`src/rtl/vga_game_pkg.sv`:
```
// Shared constants for the VGA game blocks: coordinate widths, screen geometry,
// sprite slot numbering and the frame scheduler state encoding.
package vga_game_pkg;

    localparam int X_W      = 10;
    localparam int Y_W      = 9;
    localparam int H_ACTIVE = 640;
    localparam int V_ACTIVE = 480;

    localparam int SPR_PLAYER  = 0;
    localparam int SPR_ENEMY   = 1;
    localparam int SPR_BULLET  = 2;
    localparam int SPR_EBULLET = 3;

    typedef enum logic [1:0] {
        ST_ACTIVE = 2'd0,
        ST_COMMIT = 2'd1,
        ST_VBLANK = 2'd2
    } sched_state_e;

endpackage

```
`src/rtl/sprite_frame_scheduler_arbiter.sv`:
```
// Round-robin arbiter: one-hot grant, search starts at the rotating pointer,
// and the pointer moves to the slot after the winner.
module rr_arbiter #(
    parameter int N = 4
) (
    input  logic         clk,
    input  logic         rst,
    input  logic [N-1:0] req,
    input  logic         enable,
    output logic [N-1:0] grant,
    output logic         grant_valid
);

    localparam int PW = (N > 1) ? $clog2(N) : 1;

    logic [PW-1:0] r_ptr;
    logic [PW-1:0] w_idx;
    logic [PW-1:0] w_cand;

    function automatic logic [PW-1:0] wrap(input logic [PW-1:0] base, input int off);
        return PW'((int'(base) + off) % N);
    endfunction

    // Walk offsets from farthest to nearest so the closest requester wins.
    always_comb begin
        grant       = '0;
        grant_valid = 1'b0;
        w_idx       = '0;
        w_cand      = '0;
        for (int k = N - 1; k >= 0; k--) begin
            w_cand = wrap(r_ptr, k);
            if (enable && req[w_cand]) begin
                grant         = '0;
                grant[w_cand] = 1'b1;
                grant_valid   = 1'b1;
                w_idx         = w_cand;
            end
        end
    end

    always_ff @(posedge clk or posedge rst) begin
        if (rst)
            r_ptr <= '0;
        else if (grant_valid)
            r_ptr <= (w_idx == PW'(N - 1)) ? '0 : w_idx + 1'b1;
    end

endmodule

```
`src/rtl/sprite_frame_scheduler.sv`:
```
// Buffers sprite position updates in shadow registers and copies them to the
// renderer-facing registers in a single cycle at vertical-blank start.
module sprite_frame_scheduler #(
    parameter int NUM_SPRITES = 4,
    parameter int X_W         = vga_game_pkg::X_W,
    parameter int Y_W         = vga_game_pkg::Y_W,
    parameter int H_ACTIVE    = vga_game_pkg::H_ACTIVE,
    parameter int V_ACTIVE    = vga_game_pkg::V_ACTIVE
) (
    input  logic                       VGA_clk,
    input  logic                       reset,
    input  logic [9:0]                 xCount,
    input  logic [9:0]                 yCount,
    input  logic                       freeze,
    input  logic [NUM_SPRITES-1:0]     req,
    input  logic [NUM_SPRITES*X_W-1:0] req_x,
    input  logic [NUM_SPRITES*Y_W-1:0] req_y,
    output logic [NUM_SPRITES-1:0]     ack,
    output logic [NUM_SPRITES-1:0]     pending,
    output logic [NUM_SPRITES-1:0]     sprite_valid,
    output logic [NUM_SPRITES*X_W-1:0] sprite_x,
    output logic [NUM_SPRITES*Y_W-1:0] sprite_y,
    output logic                       frame_commit
);

    import vga_game_pkg::*;

    sched_state_e r_state, w_state_nxt;

    logic [NUM_SPRITES-1:0]          r_ack, r_pending, r_valid;
    logic [NUM_SPRITES-1:0][X_W-1:0] r_shadow_x, r_active_x;
    logic [NUM_SPRITES-1:0][Y_W-1:0] r_shadow_y, r_active_y;
    logic [NUM_SPRITES-1:0][X_W-1:0] w_req_x;
    logic [NUM_SPRITES-1:0][Y_W-1:0] w_req_y;
    logic [NUM_SPRITES-1:0]          w_grant;
    logic                            w_grant_valid;
    logic                            w_commit;

    assign w_req_x  = req_x;
    assign w_req_y  = req_y;
    assign w_commit = (r_state == ST_COMMIT);

    // A sprite being acked this cycle is masked so it cannot win twice.
    rr_arbiter #(.N(NUM_SPRITES)) u_arb (
        .clk         (VGA_clk),
        .rst         (reset),
        .req         (req & ~r_ack),
        .enable      (!freeze),
        .grant       (w_grant),
        .grant_valid (w_grant_valid)
    );

    always_ff @(posedge VGA_clk or posedge reset) begin
        if (reset)
            r_state <= ST_ACTIVE;
        else
            r_state <= w_state_nxt;
    end

    // A vblank missed while frozen is simply skipped, not deferred.
    always_comb begin
        w_state_nxt = r_state;
        case (r_state)
            ST_ACTIVE: if (xCount == 10'd0 && yCount == 10'(V_ACTIVE) && !freeze)
                           w_state_nxt = ST_COMMIT;
            ST_COMMIT: w_state_nxt = ST_VBLANK;
            ST_VBLANK: if (xCount == 10'd0 && yCount == 10'd0)
                           w_state_nxt = ST_ACTIVE;
            default:   w_state_nxt = ST_ACTIVE;
        endcase
    end

    // Commit reads the pre-write shadow; a same-cycle grant keeps pending set.
    always_ff @(posedge VGA_clk or posedge reset) begin
        if (reset) begin
            r_ack      <= '0;
            r_pending  <= '0;
            r_valid    <= '0;
            r_shadow_x <= '0;
            r_shadow_y <= '0;
            r_active_x <= '0;
            r_active_y <= '0;
        end else begin
            r_ack <= w_grant;
            for (int i = 0; i < NUM_SPRITES; i++) begin
                if (w_grant[i]) begin
                    r_shadow_x[i] <= w_req_x[i];
                    r_shadow_y[i] <= w_req_y[i];
                end
                if (w_commit && r_pending[i]) begin
                    r_active_x[i] <= r_shadow_x[i];
                    r_active_y[i] <= r_shadow_y[i];
                    r_valid[i]    <= 1'b1;
                end
                if (w_grant[i])
                    r_pending[i] <= 1'b1;
                else if (w_commit)
                    r_pending[i] <= 1'b0;
            end
        end
    end

    assign ack          = r_ack;
    assign pending      = r_pending;
    assign sprite_valid = r_valid;
    assign sprite_x     = r_active_x;
    assign sprite_y     = r_active_y;
    assign frame_commit = w_commit;

endmodule

```
`config.mk`:
```
export PLATFORM = sky130hd
export DESIGN_NAME = sprite_frame_scheduler
export DESIGN_NICKNAME = d
export VERILOG_FILES = /design/src/rtl/vga_game_pkg.sv /design/src/rtl/sprite_frame_scheduler_arbiter.sv /design/src/rtl/sprite_frame_scheduler.sv
export SDC_FILE = /design/constraint.sdc
export NUM_CORES = 1
export LEC_CHECK = 0
export CAP_MARGIN = 10
export CORE_MARGIN = 2
export CORE_UTILIZATION = 48
export CTS_BUF_LIST = sky130_fd_sc_hd__clkbuf_16
export DETAILED_ROUTE_END_ITERATION = 10
export GPL_ROUTABILITY_DRIVEN = 1
export PLACE_DENSITY = 0.89
export SLEW_MARGIN = 20
export SYNTH_ARGS = -nofsm -noshare
export SYNTH_HDL_FRONTEND = slang
export SYNTH_SLANG_ARGS = --single-unit
```
`constraint.sdc`:
```
create_clock -name VGA_clk -period 6.7 [get_ports VGA_clk]
set_clock_uncertainty 0.15 [all_clocks]
set_input_delay 1.34 -clock VGA_clk [delete_from_list [all_inputs] [get_ports VGA_clk]]
set_output_delay 1.34 -clock VGA_clk [all_outputs]
set_load 0.01 [all_outputs]
```
# After elaboration in Yosys (flattened, before gate mapping)
# Index checks and enable logic that the tools add are counted.
# W data, S select, Z words.
# classes
mul	0
add_sub_neg	4
n_mux	37
reduce_logical	24
n_shift	0
order_cmp	8
bitwise	2
div	0
eq_ne	6
# op_table
cell	n
$logic_not A10 Y1	2
$mux W1	17
$mux W4	4
$logic_and A1 B1 Y1	15
$mux W2	7
$lt A2 B3 Y1 const B	4
$eq A10 B9 Y1 const B	1
$bmux W1 S2	4
$demux W1 S2	4
$ge A2 B1 Y1 const B	4
$reduce_bool A2 Y1	4
$pmux W2 S3	1
$add A2 B1 Y2 const B	2
$add A2 B2 Y2 const B	2
$and A4 B4 Y4	1
$eq A2 B2 Y1 const B	2
$ne A2 B2 Y1 const B	2
$not A4 Y4	1
$eq A2 B1 Y1 const B	1
$logic_not A2 Y1	1
$reduce_and A2 Y1	1
$logic_not A1 Y1	1
# totals
input_bits	103
ramBits	0
output_inout_bits	89
mem_bits_ro	0
wordCells	108
memories	0
latch_bits	0
register_bits	168

# Logic depth before layout (Yosys ltp)
# Gate-level depths: netlist of run 1.
# logic_depth
depth_word	11
ltp_mapped	9
ltp_nobuf	8

# Cells and area by module
# A second synthesis of run 1 with hierarchy kept.
# unflattened
hier_cells	422
area_unflattened_um2	7053.0
# modules_own_cells
module	n_inst	cells_each	area_per_inst_um2	seq_area_each_um2
sprite_frame_scheduler	1	365	6516.2	4154.0
rr_arbiter	1	57	536.8	50.0

# Least setup slack after synthesis of run 1
# OpenSTA, ideal clock, no wires.
# synth_path
path_kind	input-to-reg
from	input port req[3]
to	register r_shadow_x[18] (netlist bit)
setup_ns	0.128
path_stages	7
path_slack_ns	3.312
t_required_ns	6.422
t_arrival_ns	3.110
n_path_buf	1
cell_sequence	nor2b_1 mux4_2 nor2_1 nand2_1 a311oi_2 buf_4 mux2_1
# synth_via
elab_chain_cells	8
word_cells_on_any_way	17
cone_classes	mux (12); bitwise (1); reduce/logical (4)
# synth_rtl
element	line	rtl
start, declared	sprite_frame_scheduler.sv:15	input logic [NUM_SPRITES-1:0] req,
$and A4 B4 Y4 *	sprite_frame_scheduler.sv:47	.req (req & ~r_ack),
$bmux W1 S2	sprite_frame_scheduler_arbiter.sv:32	if (enable && req[w_cand]) begin
$mux W1 (implied by the code)	sprite_frame_scheduler_arbiter.sv:32	
$logic_and A1 B1 Y1	sprite_frame_scheduler_arbiter.sv:32	
$mux W4 (3 in series)	sprite_frame_scheduler_arbiter.sv:32	
$mux W4 *	sprite_frame_scheduler_arbiter.sv:32	
end signal, assigned by index	sprite_frame_scheduler.sv:87	r_shadow_x[i] <= w_req_x[i];
end, declared	sprite_frame_scheduler.sv:31	logic [NUM_SPRITES-1:0][X_W-1:0] r_shadow_x, r_active_x;
# Every way passes the cells marked *; elsewhere a longest branch is shown, timed or not. The select of a mux whose other input is x is not followed.
# A chain may end at the register's enable or synchronous reset.

# Worst setup path after layout of run 1
# layout_path
from	input port req[0]
to	register r_shadow_x[31] (netlist bit)
# Same word-level chain as after synthesis.

==> results.sh, run 1 <==
export IMPL_syn_num_nets=554
export IMPL_p_per_area_nw_per_um2=346
export IMPL_worstSetupPathType="in2reg"
export IMPL_viasPerCell=5.23
export IMPL_antennaDiodeCount=0
export IMPL_yosys_warnings=0
export IMPL_hp_start="sprite_valid[3]"
export IMPL_cp_arrival_ps=4190
export IMPL_place_area_um2=8880
export IMPL_cp_max_fo=12
export IMPL_ff2ff_path_depth=8
export IMPL_post_drt_wl_per_cell_um=17.8
export IMPL_period_share_pct=60.5
export IMPL_final_max_slew_viol_count=0
export IMPL_cts_root_buffer="clkbuf_16"
export IMPL_hold_viol_final=0
export IMPL_syn_cell_area_um2=6770
export IMPL_totalWireLength_um=14800
export IMPL_grt_overflow=0
export IMPL_io_buffers=191
export IMPL_cts_tree="yes"
export IMPL_synth_area_top_cells="dfrtp_1 62%, mux2_2 13%, mux2_1 12%"
export IMPL_drcViolationCount=0
export IMPL_hold_ws_ps=317
export IMPL_synth_top_area_share_pct=62.1
export IMPL_setup_tns_final_ps=0
export IMPL_synth_area_per_cell_um2=15.3
export IMPL_grt_busiest_layer="met2"
export IMPL_cts_hold_buf=0
export IMPL_ios=192
export IMPL_die_w_um=123
export IMPL_initial_core_util_pct=49.0
export IMPL_antenna_found_initial=0
export IMPL_cap_violations=0
export IMPL_drt_iter0_markers=277
export IMPL_cp_data_required_time_ps=6830
export IMPL_path_cells="clkdlybuf4s50_1 -> nor2b_1 -> mux4_2 -> nor2_1 -> nand2_1 -> a311oi_4 -> buf_6 -> mux2_1"
export IMPL_rsz0062_at_grt="false"
export IMPL_grtUsageTotal_pct=20.7
export IMPL_grt_use_met1_pct=25.1
export IMPL_h_tree_depth=4
export IMPL_hpwlAfterDp_um=10500
export IMPL_synth_cells=443
export IMPL_max_stage_delay_ps=660
export IMPL_yosysUniqueCellTypes=37
export IMPL_startpoint_type="input pin"
export IMPL_peakVddDrop_uv=226
export IMPL_hold_path_class="reg2reg"
export IMPL_drive_above_1_share_pct=19.5
export IMPL_core_rowCount=43
export IMPL_rr_endpoint="r_shadow_x[31]"
export IMPL_startpoint="req[0]"
export IMPL_use_met3_pct=7.11
export IMPL_ant_nets=0
export IMPL_leakage_nw=4.21
export IMPL_period_minus_slack_ps=4050
export IMPL_final_cell_area_um2=9450
export IMPL_fillCellCount=907
export IMPL_die_y_um=123
export IMPL_outcome="finished, final reports clean"
export IMPL_slew_headroom_pct=38.7
export IMPL_dr_total_vias=4349
export IMPL_worst_slew_pin_slew_ps=918
export IMPL_coreArea_um2=13800
export IMPL_synth_enable_flop_cells=0
export IMPL_cts_resized_gates=0
export IMPL_layout_area_overhead_vs_synth_pct=39.5
export IMPL_synthArstFlopShare_pct=100
export IMPL_grt_pass1_vias=4765
export IMPL_ys_seq_elements=168
export IMPL_p_total_mw=3.27
export IMPL_clockBufferDepth=2
export IMPL_crit_path_end="r_shadow_x[31]"
export IMPL_cts_made_buffers=17
export IMPL_cts_sinks=168
export IMPL_fmax_ghz=0.247
export IMPL_drtPass1Iterations=4
export IMPL_r2r_slack_ps=2790
export IMPL_cp_end_kind="flop"
export IMPL_cp_slowest_cell="a311oi_4"
export IMPL_die_area_um2=15100
export IMPL_ys_flop_type="dfrtp_1"
export IMPL_synth_yosys_seq_area_share_pct=62.1
export IMPL_clk_latency_ps=410
export IMPL_clkTransAtPathRegs_ps=60
export IMPL_grt_pass1_wl_um=23900
export IMPL_setup_viol=0
export IMPL_synth_top_area_cell="dfrtp_1"
export IMPL_place_gp_congestion=0.947
export IMPL_fin_nets=750
export IMPL_grt_max_degree=117
export IMPL_reg2reg_from="u_arb.r_ptr[1]"
export IMPL_use_met2_pct=34.3
export IMPL_post_cts_repair_setup_buffers=0
-- final cells by class --
type	instances	area [um^2]	area share [%]
Sequential cell	168	4200	44.5
Multi-Input combinational cell	252	2500	26.4
Timing Repair Buffer	196	1960	20.7
Clock buffer	17	425	4.50
Tap cell	180	225	2.38
Clock inverter	15	118	1.24
Inverter	4	22.5	0.238
-- metrics by stage --
step / setup WS (ps) / utilization (%) / cells
finish: 2650 / 68.3 / 832
global route: 2540 / 68.3 / 832
CTS: 2530 / 68.1 / 830
detailed placement: 2110 / 64.2 / 798
global placement: 2250 / 64.2 / 798
floorplan: 663 / - / 443
-- cell usage after synthesis, types with 4 or more instances --
cell        n
buf_4       8
clkbuf_1   10
a311oi_2    4
ha_1        8
o21ai_0     4
mux2_1     72
a21oi_1     4
nand2b_1    9
nor2_1      6
nand2_1    17
mux2_2     80
nor2b_1     5
o21bai_1    4
a21o_1      5
nor3_1      6
nor4_1      4
dfrtp_1   168
-- cells in the final DEF (no fill, tap or decap), types with 3 or more instances in the layout --
master / netlist / layout
a21o_1: 5 / 5
a21oi_1: 4 / 4
a311oi_4: 0 / 4
buf_4: 8 / 3
clkbuf_16: 0 / 17
clkdlybuf4s50_1: 0 / 191
clkinv_2: 0 / 3
clkinvlp_4: 0 / 4
dfrtp_1: 168 / 168
ha_1: 8 / 8
inv_6: 0 / 5
mux2_1: 72 / 72
mux2_2: 80 / 80
mux2i_1: 3 / 3
mux4_2: 3 / 3
nand2_1: 17 / 17
nand2b_1: 9 / 9
nor2_1: 6 / 6
nor2b_1: 5 / 5
nor3_1: 6 / 6
nor4_1: 4 / 4
o2111ai_1: 3 / 3
o21ai_0: 4 / 4
o21bai_1: 4 / 4
-- flip-flops by register name (all words and copies together) (netlist names) --
name / cells
sprite_valid: 4
r_shadow_x: 40
r_state: 2
pending: 4
ack: 4
sprite_y: 36
sprite_x: 40
u_arb.r_ptr: 2
r_shadow_y: 36
-- kinds of logic after synthesis --
family / after synthesis / synth area share, %
muxes: 158 / 26.7
adders and majority gates: 8 / 1.48
DFF: 168 / 62.1
and+or+nand+nor: 55 / 4.27
buffers and inverters: 23 / 1.74
AOI/OAI and AO/OA: 31 / 3.73
-- layer usage --
| metal | part of all wire [%] | vias to the layer above |
|---|---|---|
| met2 | 49 | 168 |
| met3 | 8.3 | 22 |
| met4 | 1.6 | 0 |
| met1 | 41 | 2181 |
| li1 | - | 1978 |
| met5 | 0 | - |
-- report_power, final --
part / leakage, nW / switching [mW] / internal (mW)
combinational: 1.80 / 0.462 / 0.486
sequential: 2.15 / 0.152 / 1.28
clock: 0.259 / 0.414 / 0.481
-- how the worst min path moves through the flow --
| stage | end | slack, ps | depth (start not counted) |
|---|---|---|---|
| 4_1_cts | sprite_valid[3] | 320 | 1 |
| 6_report | sprite_valid[3] | 320 | 1 |
| 5_1_grt | r_shadow_y[31] | 340 | 1 |
| 3_3_place_gp | sprite_valid[2] | 300 | 1 |
| 2_1_floorplan | r_shadow_x[0] | 300 | 1 |
| 3_5_place_dp | sprite_valid[3] | 300 | 1 |
-- worst max-delay path: cells and delay by family --
family,cells,cell delay [ps]
buffers and inverters,2,710
AO/OA/AOI/OAI,1,660
multiplexers,2,880
AND/OR/NAND/NOR,3,590
Power figures use the tool's default switching activity.
==> run 2, diff against run 1 <==
- CORE_UTILIZATION: 48 -> 43
- PLACE_DENSITY: 0.89 -> 0.85
- clock period: 6.7 -> 3.5 ns (I/O delays scaled with it)
==> run 2 against run 1 <==
Register-to-register slack worse by 2300 ps. Sequential cell count unchanged. Sequential share of layout area down 0.75 points. Clock power up 100%.
==> results.sh, run 2 (synthesis gave the netlist of run 1 again) <==
export IMPL_outcome="finished, final reports clean"
export IMPL_io_buffers=191
export IMPL_whs_path_depth=1
export IMPL_ios=192
export IMPL_final_cell_mix="191 x clkdlybuf4s50_1, 168 x dfrtp_1, 80 x mux2_2, 72 x mux2_1"
export IMPL_setup_viol=0
export IMPL_die_y_um=130
export IMPL_final_common_cell="clkdlybuf4s50_1"
export IMPL_hold_ws_ps=312
export IMPL_post_route_util_pct=62.8
export IMPL_fin_nets=755
export IMPL_cp_data_required_time_ps=3650
export IMPL_dp_slack_ps=90.2
export IMPL_timing_final_ws_setup_ps=470
export IMPL_cts_tree="yes"
export IMPL_cp_max_fo=21
export IMPL_period_share_pct=86.6
export IMPL_grt_overflow=0
export IMPL_rsz0062_at_grt="false"
export IMPL_clkTransAtPathRegs_ps=60
export IMPL_cts_hold_buf=0
export IMPL_worstSetupPathType="reg2reg"
export IMPL_h_tree_depth=4
export IMPL_cap_violations=0
export IMPL_cts_resized_gates=0
export IMPL_r2r_slack_ps=470
export IMPL_drt_iter0_markers=192
export IMPL_drive_above_1_share_pct=19.8
export IMPL_grt_pass1_vias=4806
export IMPL_dr_total_vias=4378
export IMPL_area_sequential_um2=4200
export IMPL_cts_made_buffers=17
export IMPL_drcViolationCount=0
export IMPL_startpoint_type="flop"
export IMPL_leakage_nw=4.25
export IMPL_hold_path_class="reg2reg"
export IMPL_top_layer="met4"
export IMPL_clockBufferDepth=2
export IMPL_worst_slew_pin_slew_ps=916
export IMPL_hold_viol_final=0
export IMPL_post_cts_repair_setup_buffers=0
export IMPL_post_drt_wl_per_cell_um=17.2
export IMPL_layout_area_overhead_vs_synth_pct=41.9
export IMPL_cts_sinks=168
export IMPL_grt_max_degree=87
export IMPL_viasPerCell=5.04
export IMPL_drtPass1Iterations=6
export IMPL_grt_pass1_wl_um=24000
export IMPL_clk_latency_ps=410
export IMPL_antennaDiodeCount=0
export IMPL_antenna_found_initial=0
export IMPL_hpwlAfterDp_um=10800
export IMPL_slew_headroom_pct=38.8
export IMPL_setup_tns_final_ps=0
export IMPL_core_rowCount=45
export IMPL_wl_met2_um=7510
export IMPL_place_gp_congestion=0.812
export IMPL_final_max_slew_viol_count=0
export IMPL_fmax_ghz=0.330
export IMPL_die_w_um=130
export IMPL_cts_root_buffer="clkbuf_16"
export IMPL_cp_end_kind="flop"
export IMPL_ant_nets=0
export IMPL_totalWireLength_um=15000
export IMPL_initial_core_util_pct=44.2
export IMPL_p_per_area_nw_per_um2=672
export IMPL_die_area_um2=16800
export IMPL_coreArea_um2=15300
export IMPL_period_minus_slack_ps=3030
export IMPL_grtUsageTotal_pct=18.5
export IMPL_cp_arrival_ps=3180
export IMPL_ff2ff_path_depth=8
export IMPL_multiInputGateArea_um2=2500
export IMPL_peakVddDrop_uv=325
export IMPL_fillCellCount=1178
export IMPL_wl_met1_um=6150
export IMPL_wl_met3_um=1110
==> run 2: report_power, final <==
| group | total (mW) | internal, mW | switching (mW) |
|---|---|---|---|
| sequential | 2.68 | 2.45 | 0.233 |
| combinational | 1.98 | 1.03 | 0.953 |
| clock | 1.80 | 1.05 | 0.751 |
==> run 2: cell type report <==
class                      instances  share of cell area, %
clock buffer                      17                   4.43
inverter                           4                  0.195
clock inverter                    15                   1.59
timing repair buffer             201                   21.3
tap                              211                   2.75
multi-input combinational        252                   26.0
sequential                       168                   43.7
==> run 2: critical path: stages (launching register included) <==
cell      delay, ps
dfrtp_1         350
inv_1           120
ha_1            480
mux4_2          550
nor2_1          230
nand2_1         140
a311oi_4        330
buf_12          220
mux2_2          350
==> run 2: path summary, 6_finish.rpt <==
path	start	end
max in group asynchronous	reset	sprite_x[12]
worst min-delay path	sprite_valid[3]	sprite_valid[3]
worst min register to register	sprite_valid[3]	sprite_valid[3]
worst max-delay path	u_arb.r_ptr[1]	r_shadow_x[19]
min in group asynchronous	reset	r_shadow_y[4]
worst max register to register	u_arb.r_ptr[1]	r_shadow_x[19]
==> run 2: routing by layer <==
| layer | vias up | GRT usage, % |
|---|---|---|
| met1 | 2213 | 21.9 |
| met5 | - | 0 |
| li1 | 1991 | - |
| met4 | 0 | 6.07 |
| met2 | 159 | 31.9 |
| met3 | 15 | 6.15 |
==> run 2: per-stage QoR <==
step	instances	power [mW]	instance area (um^2)
6_report	868	6.46	9610
4_1_cts	868	6.55	9610
3_3_place_gp	836	4.56	9030
3_5_place_dp	836	4.72	9030
5_1_grt	868	6.84	9610
2_1_floorplan	443	4.01	6780
==> run 3, diff against run 2 <==
- CORE_UTILIZATION: 43 -> 45
- CTS_BUF_LIST: sky130_fd_sc_hd__clkbuf_16 -> sky130_fd_sc_hd__clkbuf_8
- GPL_TIMING_DRIVEN: not set -> 0
- PLACE_DENSITY: 0.85 -> 0.88
==> run 3 against run 2 <==
Power shrank 9.1%. Register-to-register slack lost 220 ps. Clock power shrank 26%. Via count grew 1.4%. First-iteration DRC count shrank 17%. Highest routed layer unchanged.
==> results.sh, run 3 (synthesis gave the netlist of run 1 again) <==
export IMPL_post_drt_wl_per_cell_um=17.5
export IMPL_layout_area_overhead_vs_synth_pct=38.8
export IMPL_cp_arrival_ps=3420
export IMPL_hpwlAfterDp_um=11100
export IMPL_startpoint_type="flop"
export IMPL_hold_ws_ps=321
export IMPL_drive_above_1_share_pct=20.2
export IMPL_cts_root_buffer="clkbuf_8"
export IMPL_startpoint="u_arb.r_ptr[1]"
export IMPL_placed_cells=822
export IMPL_initial_core_util_pct=46.2
export IMPL_p_total_mw=5.87
export IMPL_hp_start="sprite_valid[3]"
export IMPL_antennaDiodeCount=0
export IMPL_final_cell_count_no_fill=852
export IMPL_setup_viol=0
export IMPL_grt_pass1_wl_um=24500
export IMPL_drt_iter0_markers=160
export IMPL_cap_violations=0
export IMPL_drtPass1Iterations=4
export IMPL_path_cells="inv_1 -> ha_2 -> mux4_2 -> nor2_1 -> nand2_1 -> a311oi_4 -> buf_4 -> mux2_1"
export IMPL_die_y_um=127
export IMPL_clk_latency_ps=440
export IMPL_peakVddDrop_uv=280
export IMPL_cp_data_required_time_ps=3670
export IMPL_final_max_slew_viol_count=0
export IMPL_die_area_um2=16000
export IMPL_period_share_pct=92.9
export IMPL_leakage_nw=4.19
export IMPL_coreArea_um2=14600
export IMPL_final_common_cell="clkdlybuf4s50_1"
export IMPL_dr_total_vias=4438
export IMPL_ant_nets=0
export IMPL_cts_tree="yes"
export IMPL_reg2reg_from="u_arb.r_ptr[1]"
export IMPL_grt_max_degree=38
export IMPL_worst_path_buf_inv=2
export IMPL_path_delay_family="multiplexers"
export IMPL_fin_nets=767
export IMPL_io_buffers=191
export IMPL_place_area_um2=9000
export IMPL_grt_overflow=0
export IMPL_antenna_found_initial=0
export IMPL_core_rowCount=44
export IMPL_drcViolationCount=0
export IMPL_hold_viol_final=0
export IMPL_die_w_um=127
export IMPL_post_route_util_pct=64.2
export IMPL_totalWireLength_um=14900
export IMPL_viasPerCell=5.21
export IMPL_outcome="finished, final reports clean"
export IMPL_cts_sinks=168
export IMPL_p_per_area_nw_per_um2=625
export IMPL_post_cts_repair_setup_buffers=0
export IMPL_clkTransAtPathRegs_ps=90
export IMPL_final_cell_mix="191 x clkdlybuf4s50_1, 167 x dfrtp_1, 80 x mux2_2, 72 x mux2_1, 19 x clkbuf_8"
export IMPL_period_minus_slack_ps=3250
export IMPL_worst_slew_pin_slew_ps=687
export IMPL_cts_made_buffers=17
export IMPL_final_cell_area_um2=9400
export IMPL_grt_pass1_vias=4953
export IMPL_slew_headroom_pct=54.1
export IMPL_worstSetupPathType="reg2reg"
export IMPL_h_tree_depth=4
export IMPL_place_gp_congestion=0.874
export IMPL_max_stage_delay_ps=510
export IMPL_clockBufferDepth=2
export IMPL_rsz0062_at_grt="false"
export IMPL_cp_slowest_cell="dfrtp_1"
export IMPL_fmax_ghz=0.307
export IMPL_grtUsageTotal_pct=19.5
export IMPL_cp_end_kind="flop"
export IMPL_ios=192
export IMPL_cp_max_fo=10
export IMPL_hold_path_class="reg2reg"
[run 3: cell count changes in the layout (fill, tap and decap cells not counted), moves of 2 or more]
cell,before,now
a311oi_2,0,3
a311oi_4,4,1
buf_4,5,8
clkbuf_8,0,19
clkbuf_16,17,0
clkbuf_1,0,9
clkinvlp_4,6,4
clkinv_1,2,0
[run 3: worst paths after layout]
kind / slack (ps) / endpoint / depth (start not counted)
setup / recovery: 250 / r_shadow_y[9] / 8
setup reg to reg: 250 / r_shadow_y[9] / 8
max in group asynchronous: 1540 / u_arb.r_ptr[0] / 5
min in group asynchronous: 540 / sprite_y[20] / 2
hold reg to reg: 320 / sprite_valid[3] / 1
hold / removal: 320 / sprite_valid[3] / 1
[run 3: final cells by class]
class / count / area [um^2]
buffer: 18 / 98.8
clock buffer: 19 / 262
clock inverter: 12 / 128
fill: 1042 / 5250
inverter: 4 / 18.8
multi-input combinational: 252 / 2460
sequential: 168 / 4210
tap: 184 / 230
timing repair buffer: 195 / 1990
[run 3: worst register-to-register path: cells and delay by family, from the launching register on]
| kind | cells | cell delay (ps) |
|---|---|---|
| AO/OA/AOI/OAI | 1 | 350 |
| AND/OR/NAND/NOR | 2 | 380 |
| buffers and inverters | 2 | 440 |
| multiplexers | 2 | 850 |
| flip-flops | 1 | 510 |
| adder cells (fa/ha/maj) | 1 | 460 |
[run 3: metal layers]
metal	global-route usage (%)	vias to the layer above	routed length [um]
met4	7.50	0	237
met2	34.1	142	7850
met1	22.7	2263	5860
met5	0	-	0
li1	-	2013	-
met3	6.07	20	946
[run 3: power breakdown]
part / internal (mW) / total (mW) / switching (mW) / leakage [nW]
sequential: 2.44 / 2.69 / 0.248 / 2.14
combinational: 0.955 / 1.84 / 0.885 / 1.86
clock: 0.665 / 1.34 / 0.677 / 0.195
[run 3: per-stage QoR]
step                      worst slack (ps)  setup TNS (ps)
after floorplan                        473               0
after global placement                -623         -102310
after detailed placement             -62.9           -1840
after CTS                             12.5               0
after global routing                  56.4               0
final                                  247               0
[run 3: repair_timing]
action	4_1_cts	5_1_grt
hold buffers	0	0
gates resized for setup	0	3
endpoints found under the setup margin	0	72
